[config.mk]
export PLATFORM = sky130hd
export DESIGN_NAME = fifo_arbitro_rr
export DESIGN_NICKNAME = d
export VERILOG_FILES = /design/src/rtl/arbitro_pkg.sv /design/src/rtl/rr_prioridade.sv /design/src/rtl/fifo_arbitro_rr.sv
export SDC_FILE = /design/constraint.sdc
export NUM_CORES = 1
export LEC_CHECK = 0
export ABC_CLOCK_PERIOD_IN_PS = 6100
export BUFFER_PORTS_ARGS = -buffer_cell sky130_fd_sc_hd__buf_2
export CORE_MARGIN = 1.5
export CORE_UTILIZATION = 54
export DETAILED_ROUTE_END_ITERATION = 10
export HOLD_SLACK_MARGIN = 0.02
export PLACE_DENSITY = 0.86
export SLEW_MARGIN = 10
export SYNTH_ARGS = -nofsm -noshare
export SYNTH_HDL_FRONTEND = slang
export SYNTH_SLANG_ARGS = --single-unit
[constraint.sdc]
create_clock -name clk -period 6.1 [get_ports clk]
set_input_delay 0.915 -clock clk [delete_from_list [all_inputs] [get_ports clk]]
set_output_delay 0.915 -clock clk [all_outputs]
set_load 0.005 [all_outputs]
[src/rtl/arbitro_pkg.sv]
// Shared types and default sizing for the round-robin FIFO write arbiter.
package arbitro_pkg;

    typedef enum logic {
        LIVRE  = 1'b0,
        RAJADA = 1'b1
    } estado_t;

    localparam int N_REQ_PADRAO      = 4;
    localparam int LARGURA_PADRAO    = 8;
    localparam int MAX_RAJADA_PADRAO = 4;

    function automatic int proximo(input int i, input int n);
        return (i + 1 >= n) ? 0 : i + 1;
    endfunction

endpackage

[src/rtl/rr_prioridade.sv]
// Rotating priority encoder: first set request at or after inicio, modulo N_REQ.
module rr_prioridade #(
    parameter int N_REQ = 4,
    parameter int IW    = 2
) (
    input  logic [N_REQ-1:0] req,
    input  logic [IW-1:0]    inicio,
    output logic             valido,
    output logic [IW-1:0]    vencedor
);

    int k;

    // Scan from the far end so the candidate closest to inicio wins.
    always_comb begin
        valido   = |req;
        vencedor = '0;
        k        = 0;
        for (int i = N_REQ - 1; i >= 0; i--) begin
            k = int'(inicio) + i;
            if (k >= N_REQ)
                k = k - N_REQ;
            if (req[IW'(k)])
                vencedor = IW'(k);
        end
    end

endmodule

[src/rtl/fifo_arbitro_rr.sv]
// Round-robin arbiter with bounded bursts feeding a single FIFO write port.
module fifo_arbitro_rr
    import arbitro_pkg::*;
#(
    parameter int N_REQ      = N_REQ_PADRAO,
    parameter int LARGURA    = LARGURA_PADRAO,
    parameter int MAX_RAJADA = MAX_RAJADA_PADRAO
) (
    input  logic                            clk,
    input  logic                            rst,
    input  logic [N_REQ-1:0]                req,
    input  logic [N_REQ-1:0][LARGURA-1:0]   dado_req,
    output logic [N_REQ-1:0]                ack,
    input  logic                            fila_cheia,
    output logic                            carregar_data,
    output logic [LARGURA-1:0]              data_ent,
    output logic [$clog2(N_REQ)-1:0]        concedido,
    output logic [15:0]                     contagem_escritas
);

    localparam int IW = $clog2(N_REQ);

    estado_t       estado;
    logic [IW-1:0] ptr;
    logic [IW-1:0] dono;
    logic [3:0]    cnt;

    logic [IW-1:0] inicio;
    logic [IW-1:0] vencedor;
    logic [IW-1:0] dono_prox;
    logic [IW-1:0] venc_prox;
    logic [IW-1:0] idx;
    logic          valido;
    logic          fica_dono;
    logic          grant;

    assign dono_prox = IW'(proximo(int'(dono), N_REQ));
    assign venc_prox = IW'(proximo(int'(vencedor), N_REQ));
    assign fica_dono = (estado == RAJADA) && req[dono];

    // An idle burst owner hands over immediately, scanning from the next slot.
    assign inicio = (estado == RAJADA) ? dono_prox : ptr;

    rr_prioridade #(
        .N_REQ    (N_REQ),
        .IW       (IW)
    ) u_rr (
        .req      (req),
        .inicio   (inicio),
        .valido   (valido),
        .vencedor (vencedor)
    );

    assign grant = !rst && !fila_cheia && (fica_dono || valido);
    assign idx   = fica_dono ? dono : vencedor;

    always_comb begin
        ack           = '0;
        carregar_data = grant;
        concedido     = '0;
        data_ent      = '0;
        if (grant) begin
            ack[idx]  = 1'b1;
            concedido = idx;
            data_ent  = dado_req[idx];
        end
    end

    always_ff @(posedge clk) begin
        if (rst) begin
            estado            <= LIVRE;
            ptr               <= '0;
            dono              <= '0;
            cnt               <= '0;
            contagem_escritas <= '0;
        end else if (!fila_cheia) begin
            if (fica_dono) begin
                cnt <= cnt + 4'd1;
                if (cnt + 4'd1 == 4'(MAX_RAJADA)) begin
                    ptr    <= dono_prox;
                    estado <= LIVRE;
                end
            end else begin
                if (estado == RAJADA)
                    ptr <= dono_prox;
                if (valido) begin
                    dono <= vencedor;
                    cnt  <= 4'd1;
                    if (MAX_RAJADA == 1) begin
                        ptr    <= venc_prox;
                        estado <= LIVRE;
                    end else begin
                        estado <= RAJADA;
                    end
                end else begin
                    estado <= LIVRE;
                end
            end
            if (grant)
                contagem_escritas <= contagem_escritas + 16'd1;
        end
    end

endmodule

Word level (Yosys, flattened, before mapping)
Cells that the tools add are included.

Register bits: 25. Latch bits: 0. Memory bits (writable): 0. ROM bits: 0. Bits of input ports: 39. Output and inout port bits: 31. Logic and storage cells: 83. Memories kept: 0.

Add/subtract/negate cells: 10. Multiply operators: 0. Divide/modulo/power cells: 0. Order comparisons: 12. Equality and inequality tests: 2. Shift-type cells: 0. Muxes and demuxes: 39. Bitwise gates (word level): 2. Reduce and logical (&&, ||, !) cells: 13.

Operator list (number): 2-to-1 mux 2 bit (14); adder 16 x 1 -> 16 bit, second input constant (1); binary-select mux 8 bit (select 2 bit) (1); < comparator 2 x 4 -> 1 bit, second input constant (4); 2-to-1 mux 8 bit (2); 2-to-1 mux 1 bit (13); greater-or-equal comparator 3 bit, second input constant (4); 2-to-1 mux 4 bit (3); binary-select mux 1 bit (select 2 bit) (5); subtractor 2 x 1 -> 2 bit, second input constant (4); adder 2 x 1 -> 3 bit, second input constant (2); adder 2 x 2 -> 3 bit, second input constant (2); < comparator 2 x 3 -> 1 bit, second input constant (2); AND reduction 2 bit (3); adder 4 x 1 -> 4 bit, second input constant (1); equality test 4 x 3 -> 1 bit, second input constant (1); logical AND 1 bit (4); OR reduction 4 bit (1); greater-or-equal comparator 2 x 3 -> 1 bit, second input constant (1); AND reduction 3 bit (1); demux 1 bit (select 2 bit) (1); greater-or-equal comparator 2 x 1 -> 1 bit, second input constant (1); zero test 1 bit (2); inequality test 2 x 1 -> 1 bit, second input constant (1); other kinds (3) (4).

Logic depth before layout (Yosys ltp)
Gate-level depths: netlist of run 1.

Word-level depth: 20. Depth in mapped cells: 8. Depth with buffers taken out: 6.

By module
Synthesis of run 1 repeated with hierarchy kept, for this count alone.

Cell total of the unflattened synthesis: 197. Area total of the unflattened synthesis: 1676.6 sq um.

By module, submodules not included: fifo_arbitro_rr (times used 1, cells each 184, area an instance 1599.0 sq um, seq. area each 500.5 sq um); rr_prioridade (times used 1, cells each 13, area an instance 77.6 sq um, seq. area each 0.0 sq um).

Worst setup path after synthesis of run 1
No wires, ideal clock.

Path type: in2out. Start point: input port req[3]. End point: output port data_ent[6]. Data arrival time: 2404 ps. Data required time: 5185 ps. Path slack: 2781 ps. Stages on the path: 7. Buffers on the path: 2. Cells stage by stage: buf_4 o21ai_0 o22ai_1 o221a_2 buf_2 mux2_1 a221o_1.

Longest elaborated chain between the ends: 11. Elaborated cells between the ends (all ways): 26. Classes of those cells: 22 x mux; 4 x reduce/logical.

RTL lines: start: declaration (line fifo_arbitro_rr.sv:11) `input logic [N_REQ-1:0] req,`; binary-select mux 1 bit (select 2 bit) (line rr_prioridade.sv:23) `if (req[IW'(k)])`; 2-to-1 mux 1 bit (implied by the code) (2 in series) (line rr_prioridade.sv:23); 2-to-1 mux 2 bit (4 in series) (line rr_prioridade.sv:23); 2-to-1 mux 2 bit (line fifo_arbitro_rr.sv:55) `assign idx = fica_dono ? dono : vencedor;`; binary-select mux 8 bit (select 2 bit) (line fifo_arbitro_rr.sv:65) `data_ent = dado_req[idx];`; 2-to-1 mux 8 bit (implied by the code) (line fifo_arbitro_rr.sv:65); 2-to-1 mux 8 bit (*) (line fifo_arbitro_rr.sv:62) `if (grant) begin`; end: declaration (line fifo_arbitro_rr.sv:16) `output logic [LARGURA-1:0] data_ent,`.

Every way passes the cells marked *; elsewhere a longest branch is shown, timed or not. The select of a mux whose other input is x is not followed.

Worst setup path in the final report of run 1
Start point: register dono[0]. End point: output port data_ent[7].

Longest elaborated chain between the ends: 18. Elaborated cells between the ends (all ways): 44. Classes of those cells: 8 x add/sub; 5 x order compare; 28 x mux; 3 x reduce/logical.

RTL lines: start: declaration (line fifo_arbitro_rr.sv:25) `logic [IW-1:0] dono;`; start signal: assignment (line fifo_arbitro_rr.sv:87) `dono <= vencedor;`; adder 2 x 1 -> 3 bit (line arbitro_pkg.sv:14) `return (i + 1 >= n) ? 0 : i + 1;`; greater-or-equal comparator 3 bit (line arbitro_pkg.sv:14); 2-to-1 mux 2 bit (line arbitro_pkg.sv:14); 2-to-1 mux 2 bit; adder 2 x 2 -> 3 bit (line rr_prioridade.sv:20) `k = int'(inicio) + i;`; greater-or-equal comparator 3 bit or subtractor 2 x 1 -> 2 bit (tied branches) (line rr_prioridade.sv:21, rr_prioridade.sv:22); 2-to-1 mux 2 bit (line rr_prioridade.sv:21) `if (k >= N_REQ)`; binary-select mux 1 bit (select 2 bit) (line rr_prioridade.sv:23); 2-to-1 mux 1 bit (implied by the code) (2 in series) (line rr_prioridade.sv:23); 2-to-1 mux 2 bit (4 in series) (line rr_prioridade.sv:23); 2-to-1 mux 2 bit (line fifo_arbitro_rr.sv:55); binary-select mux 8 bit (select 2 bit) (line fifo_arbitro_rr.sv:65); 2-to-1 mux 8 bit (implied by the code) (line fifo_arbitro_rr.sv:65); 2-to-1 mux 8 bit (*) (line fifo_arbitro_rr.sv:62).

Marks and branches as above.

==> flow_metrics.py, run 1 <==
metrics = {
    "place": {
        "dp.cells": 342,
        "gp_congestion": 0.7878,
        "dp_hpwl_mm": 3.663,
        "portBuffers": 69,
    },
    "route": {
        "num_vias": 2123,
        "ant_nets": 0,
        "drt_pre_antenna_iters": 4,
        "drt_iter0_drc": 182,
        "vias_per_cell": 6.136,
        "wl_per_cell_um": 14.30,
        "drt-total-wl_mm": 4.949,
        "drc": 0,
    },
    "finish": {
        "final_util": 0.6795,
        "syn2layout_area_growth_pct": 17.63,
        "fin_nets": 344,
        "layoutNonFillerInstCount": 346,
        "drive_gt1_frac": 0.2733,
        "antenna_cells": 0,
    },
    "clock_tree": {
        "cts_resized": 0,
        "cts_tree": "done",
        "clk_pin_slew_ns": 0.13,
        "clockRootBuffer": "clkbuf_4",
        "numClockSinks": 25,
        "numCtsBuffers": 3,
        "cts_setup_buffers": 0,
        "clockBufferDepth": 2,
        "cts_hold_buffers": 0,
        "clkLatencyLatePin_ns": 0.33,
        "htreeDepth": 1,
    },
    "synth": {
        "synth_nets": 287,
        "synth_area_leaders": "dfxtp_1 25%, mux2i_1 6.1%, nor2_1 5.1%, xnor2_1 4.9%, a21oi_1 3.3%",
        "synth_flop_cell": "dfxtp_1",
        "syn_inst": 244,
        "syn_area_um2": 1973,
        "ys_async_sr_fraction": 0,
        "synth.yosys.seq_area_share": 0.2536,
        "synth_top_area_frac": 0.2536,
        "synth_top_area_cell": "dfxtp_1",
        "ys_ff_latch": 25,
        "synth_edf_count": 0,
        "synth_warnings": 0,
        "avgSynthCellArea_um2": 8.087,
        "yosys.cell_types.count": 52,
    },
    "global_routing": {
        "grt_max_degree": 28,
        "grt_pass1_wl_mm": 8.293,
        "antenna_found_initial": 0,
        "grt_pass1_vias": 1915,
        "grt_overflow": 0,
        "grt_use_total": 0.2458,
    },
    "pwr": {
        "netSwitchingPower_uw": 113.8,
        "p_per_area_nw_per_um2": 150.3,
        "power.share.clock": 0.217,
        "p_leak_nw": 0.9307,
        "p_seq_frac": 0.500,
        "peakVddDrop_uv": 121.4,
        "sw_frac_of_total": 0.3262,
        "power_frac_comb": 0.283,
        "internal_power_uw": 235.1,
    },
    "critical_path": {
        "r2r_setup_slack_ns": 3.80,
        "rr_startpoint": "dono[0]",
        "crit_type": "reg -> out",
        "worstPathArrival_ns": 3.14,
        "end_kind": "output pin",
        "path_max_fanout": 13,
        "critPathLaunch": "dono[0]",
        "cp-endpoint": "data_ent[7]",
        "required_ns": 5.18,
        "start_kind": "flop",
        "rr_endpoint": "dono[0]",
        "reg2regPathDepth": 6,
    },
    "timing": {
        "max-slew-margin-rel": 0.3120,
        "rsz0062_at_grt": "false",
        "report.final.setup_viol": 0,
        "clock_skew_ns": 0.008930,
        "hold_violations": 0,
        "fmax_ghz": 0.2469,
        "tns_ns": 0,
        "min_period_ns": 4.051,
        "fin_crit_sh": 0.6641,
        "slew_violations": 0,
        "worstMarginPinSlew_ns": 1.032,
    },
    "floorplan": {
        "core_um2": 3416,
        "initial_core_util": 0.5777,
        "fp.dieH_um": 63.45,
        "rows": 21,
        "die_area_um2": 4026,
        "io_pins": 70,
        "die_w_um": 63.45,
    },
    "hold_path": {
        "hold_class": "reg -> reg",
    },
    "run": {
        "drv_cap": 0,
    },
    "status": {
        "status": "finished, final reports clean",
    },
}
==> synth_stat cells (6+ instances only) <==
cell	count
a21oi_1	13
nor2_1	27
o21ai_0	7
nor3_1	7
dfxtp_1	25
nand4_1	7
nand2_1	14
buf_2	6
nand3_1	9
clkbuf_1	7
xnor2_1	11
o211ai_1	6
a22oi_1	6
mux2i_1	12
==> sequential cells by signal, summed over array words and instances (netlist names) <==
signal             cells
dono                   2
contagem_escritas     16
cnt                    4
estado                 1
ptr                    2
==> placed cells by master, fill, tap and decap left out, types with 4 or more instances in the layout <==
| cell | n |
|---|---|
| nand3_1 | 9 |
| nand4_1 | 7 |
| a22o_1 | 5 |
| a31oi_1 | 4 |
| nand2_1 | 14 |
| o21ai_0 | 7 |
| inv_1 | 4 |
| nor2_1 | 27 |
| buf_2 | 69 |
| a21oi_1 | 13 |
| ha_1 | 4 |
| a22oi_1 | 6 |
| mux2_2 | 4 |
| nor3_1 | 7 |
| dfxtp_1 | 25 |
| and4_1 | 4 |
| mux2i_1 | 12 |
| o211ai_1 | 6 |
| o32a_1 | 5 |
| a221oi_1 | 5 |
| xnor2_1 | 11 |
| nor4_1 | 5 |
==> stage by stage <==
stage | hold WS [ns] | instance area (µm²) | power [mW] | setup slack [ns]
finish | 0.5246 | 2321 | 0.3489 | 2.049
global route | 0.5690 | 2321 | 0.3675 | 1.901
CTS | 0.5207 | 2321 | 0.3487 | 2.056
detailed placement | 0.5023 | 2293 | 0.2746 | 2.326
global placement | 0.4907 | 2293 | 0.2726 | 2.357
floorplan | 0.4843 | 1973 | 0.2417 | 2.781
==> layout make-up <==
type | count | area [µm²]
Clock inverter | 1 | 5.005
Sequential cell | 25 | 500.5
Multi-Input combinational cell | 198 | 1375
Fill cell | 322 | 1095
Timing Repair Buffer | 69 | 345.3
Inverter | 4 | 15.01
Tap cell | 46 | 57.56
Clock buffer | 3 | 22.52
==> metal layers <==
metal | vias to the layer above | GRT usage | share of wire
li1 | 1051 | - | -
met1 | 981 | 0.3330 | 0.46
met2 | 89 | 0.4092 | 0.47
met3 | 2 | 0.04107 | 0.070
met4 | 0 | 0.05435 | 0.0042
met5 | - | 0 | 0
==> cells by family after synthesis <==
family                   after synthesis  synth area share
flip-flops                            25            0.2536
AND/OR/NAND/NOR                       94            0.2606
XOR/XNOR                              14           0.06214
buffers and inverters                 21           0.04946
adder cells (fa/ha/maj)                4           0.02537
AO/OA/AOI/OAI                         67            0.2479
multiplexers                          19            0.1008
==> worst min path at each step <==
stage | start | endpoint | cells past startpoint | slack, ns
final | contagem_escritas[6] | contagem_escritas[6] | 2 | 0.52
after global placement | contagem_escritas[6] | contagem_escritas[6] | 2 | 0.49
after detailed placement | contagem_escritas[6] | contagem_escritas[6] | 2 | 0.50
after global routing | contagem_escritas[6] | contagem_escritas[6] | 2 | 0.57
after CTS | contagem_escritas[6] | contagem_escritas[6] | 2 | 0.52
after floorplan | cnt[2] | cnt[2] | 2 | 0.48
==> critical path, cell delays in order (launching register included) <==
cell     delay [ns]
dfxtp_1        0.63
ha_1           0.36
mux2_2         0.30
a21oi_1        0.20
o221a_2        0.47
mux2_2         0.39
a221o_1        0.35
buf_2          0.13
==> power groups by stage <==
stage	logic, mW	registers, mW	clock network, mW
floorplan	0.0668	0.175	0
global placement	0.0946	0.178	0
detailed placement	0.0965	0.178	0
CTS	0.0969	0.175	0.0772
global route	0.108	0.176	0.0836
finish	0.0986	0.175	0.0756
Note: power is estimated with default switching activity, not from simulation.
==> run 2: changes to the inputs <==
Settings changed: ABC_CLOCK_PERIOD_IN_PS 6100 to 3600, CORE_UTILIZATION 54 to 45, PLACE_DENSITY 0.86 to 0.76.
Clock period 6.1 ns to 3.6 ns, I/O delays scaled along.
==> flow_metrics.py, run 2 (synthesized netlist as in run 1, its figures left out) <==
metrics = {
    "status": {
        "status": "finished, final reports clean",
    },
    "global_routing": {
        "gr-usage-met1": 0.2843,
        "grt_pass1_wl_mm": 8.500,
        "use_met2": 0.3429,
        "grt_max_degree": 27,
        "gr-max-usage-layer": "met2",
        "grt_use_total": 0.2059,
        "grt_overflow": 0,
        "grt_pass1_vias": 1823,
        "antenna_found_initial": 0,
        "use_met3": 0.03488,
    },
    "route": {
        "vias_per_cell": 5.884,
        "ant_nets": 0,
        "drc": 0,
        "wl_per_cell_um": 14.36,
        "drt-total-wl_mm": 5.082,
        "drt_iter0_drc": 83,
        "num_vias": 2083,
        "drt_pre_antenna_iters": 4,
    },
    "timing": {
        "clock_skew_ns": 0.005320,
        "rsz0062_at_grt": "false",
        "slew_violations": 0,
        "fmax_ghz": 0.2997,
        "fin_crit_sh": 0.9268,
        "hold_violations": 0,
        "tns_ns": 0,
        "max-slew-margin-rel": 0.2586,
        "worstMarginPinSlew_ns": 1.112,
        "report.final.setup_viol": 0,
        "min_period_ns": 3.337,
    },
    "floorplan": {
        "core_um2": 4115,
        "io_pins": 70,
        "initial_core_util": 0.4795,
        "rows": 23,
        "die_w_um": 69.22,
        "fp.dieH_um": 69.22,
        "die_area_um2": 4791,
    },
    "finish": {
        "layout_common_cells": "69 x buf_2, 27 x nor2_1, 25 x dfxtp_1",
        "largest_register": "contagem_escritas",
        "drive_gt1_frac": 0.2796,
        "antenna_cells": 0,
        "syn2layout_area_growth_pct": 20.29,
        "reg_top3": "contagem_escritas x16, cnt x4",
        "fin_nets": 348,
        "layoutNonFillerInstCount": 354,
        "largest_register_ffs": 16,
        "final_common_cell": "buf_2",
    },
    "hold_path": {
        "hold_class": "reg -> reg",
    },
    "critical_path": {
        "end_kind": "output pin",
        "path_max_fanout": 13,
        "worstPathArrival_ns": 2.80,
        "crit_type": "reg -> out",
        "start_kind": "flop",
        "required_ns": 3.06,
    },
    "place": {
        "dp_hpwl_mm": 3.788,
        "portBuffers": 69,
        "dp.cells": 350,
        "gp_congestion": 0.8126,
    },
    "clock_tree": {
        "numCtsBuffers": 3,
        "clk_pin_slew_ns": 0.08,
        "numClockSinks": 25,
        "htreeDepth": 1,
        "cts_tree": "done",
        "clkLatencyLatePin_ns": 0.27,
        "cts_hold_buffers": 0,
        "cts_setup_buffers": 0,
        "clockBufferDepth": 2,
        "clockRootBuffer": "clkbuf_8",
        "cts_resized": 0,
    },
    "pwr": {
        "peakVddDrop_uv": 180.8,
        "p_per_area_nw_per_um2": 266.8,
        "p_leak_nw": 0.9550,
    },
    "run": {
        "drv_cap": 0,
    },
}
run 2: cell count changes in the layout (fill, tap and decap cells not counted):
cell      delta
buf_4        +4
clkbuf_1     +1
clkbuf_4     -3
clkbuf_8     +3
clkinv_2     -1
run 2: metal layers:
metal	routed length, µm	part of all wire
met5	0	0
met4	0	0
met3	211	0.042
met2	2493	0.49
met1	2377	0.47
run 2: layout make-up:
| cell class | instances | area [µm²] |
|---|---|---|
| fillers | 398 | 1742 |
| clock buffers | 4 | 45.04 |
| repair buffers | 73 | 375.4 |
| multi-input cells | 198 | 1375 |
| inverters | 4 | 15.01 |
| well taps | 50 | 62.56 |
| flip-flops and latches | 25 | 500.5 |
run 2: worst paths after layout:
kind	slack [ns]	startpoint	end	cells after the start
worst max-delay path	0.26	dono[1]	data_ent[7]	7
worst min-delay path	0.52	contagem_escritas[6]	contagem_escritas[6]	2
worst max register to register	1.52	dono[0]	ptr[0]	6
worst min register to register	0.52	contagem_escritas[6]	contagem_escritas[6]	2
run 2: report_power, final:
group,internal (mW),leakage [nW],switching [mW]
clock,0.0791,0.0228,0.0873
sequential,0.283,0.203,0.00960
combinational,0.0769,0.730,0.0970
run 2: critical path: stages, from the launching register on:
cell     delay, ns
dfxtp_1       0.40
ha_1          0.29
mux2_2        0.30
a21oi_1       0.19
o221a_2       0.49
mux2_2        0.38
a221o_1       0.35
buf_2         0.13
run 2: metrics by stage:
| stage | hold slack, ns | power [mW] | utilization | area [µm²] | setup WS [ns] |
|---|---|---|---|---|---|
| 6_report | 0.5172 | 0.6333 | 0.5768 | 2374 | 0.2635 |
| 4_1_cts | 0.5201 | 0.6380 | 0.5768 | 2374 | 0.2722 |
| 2_1_floorplan | 0.4843 | 0.4095 | - | 1973 | 0.8439 |
| 5_1_grt | 0.5755 | 0.6684 | 0.5768 | 2374 | 0.07192 |
| 3_5_place_dp | 0.5076 | 0.4718 | 0.5658 | 2328 | 0.5880 |
| 3_3_place_gp | 0.4918 | 0.4686 | 0.5658 | 2328 | 0.6215 |
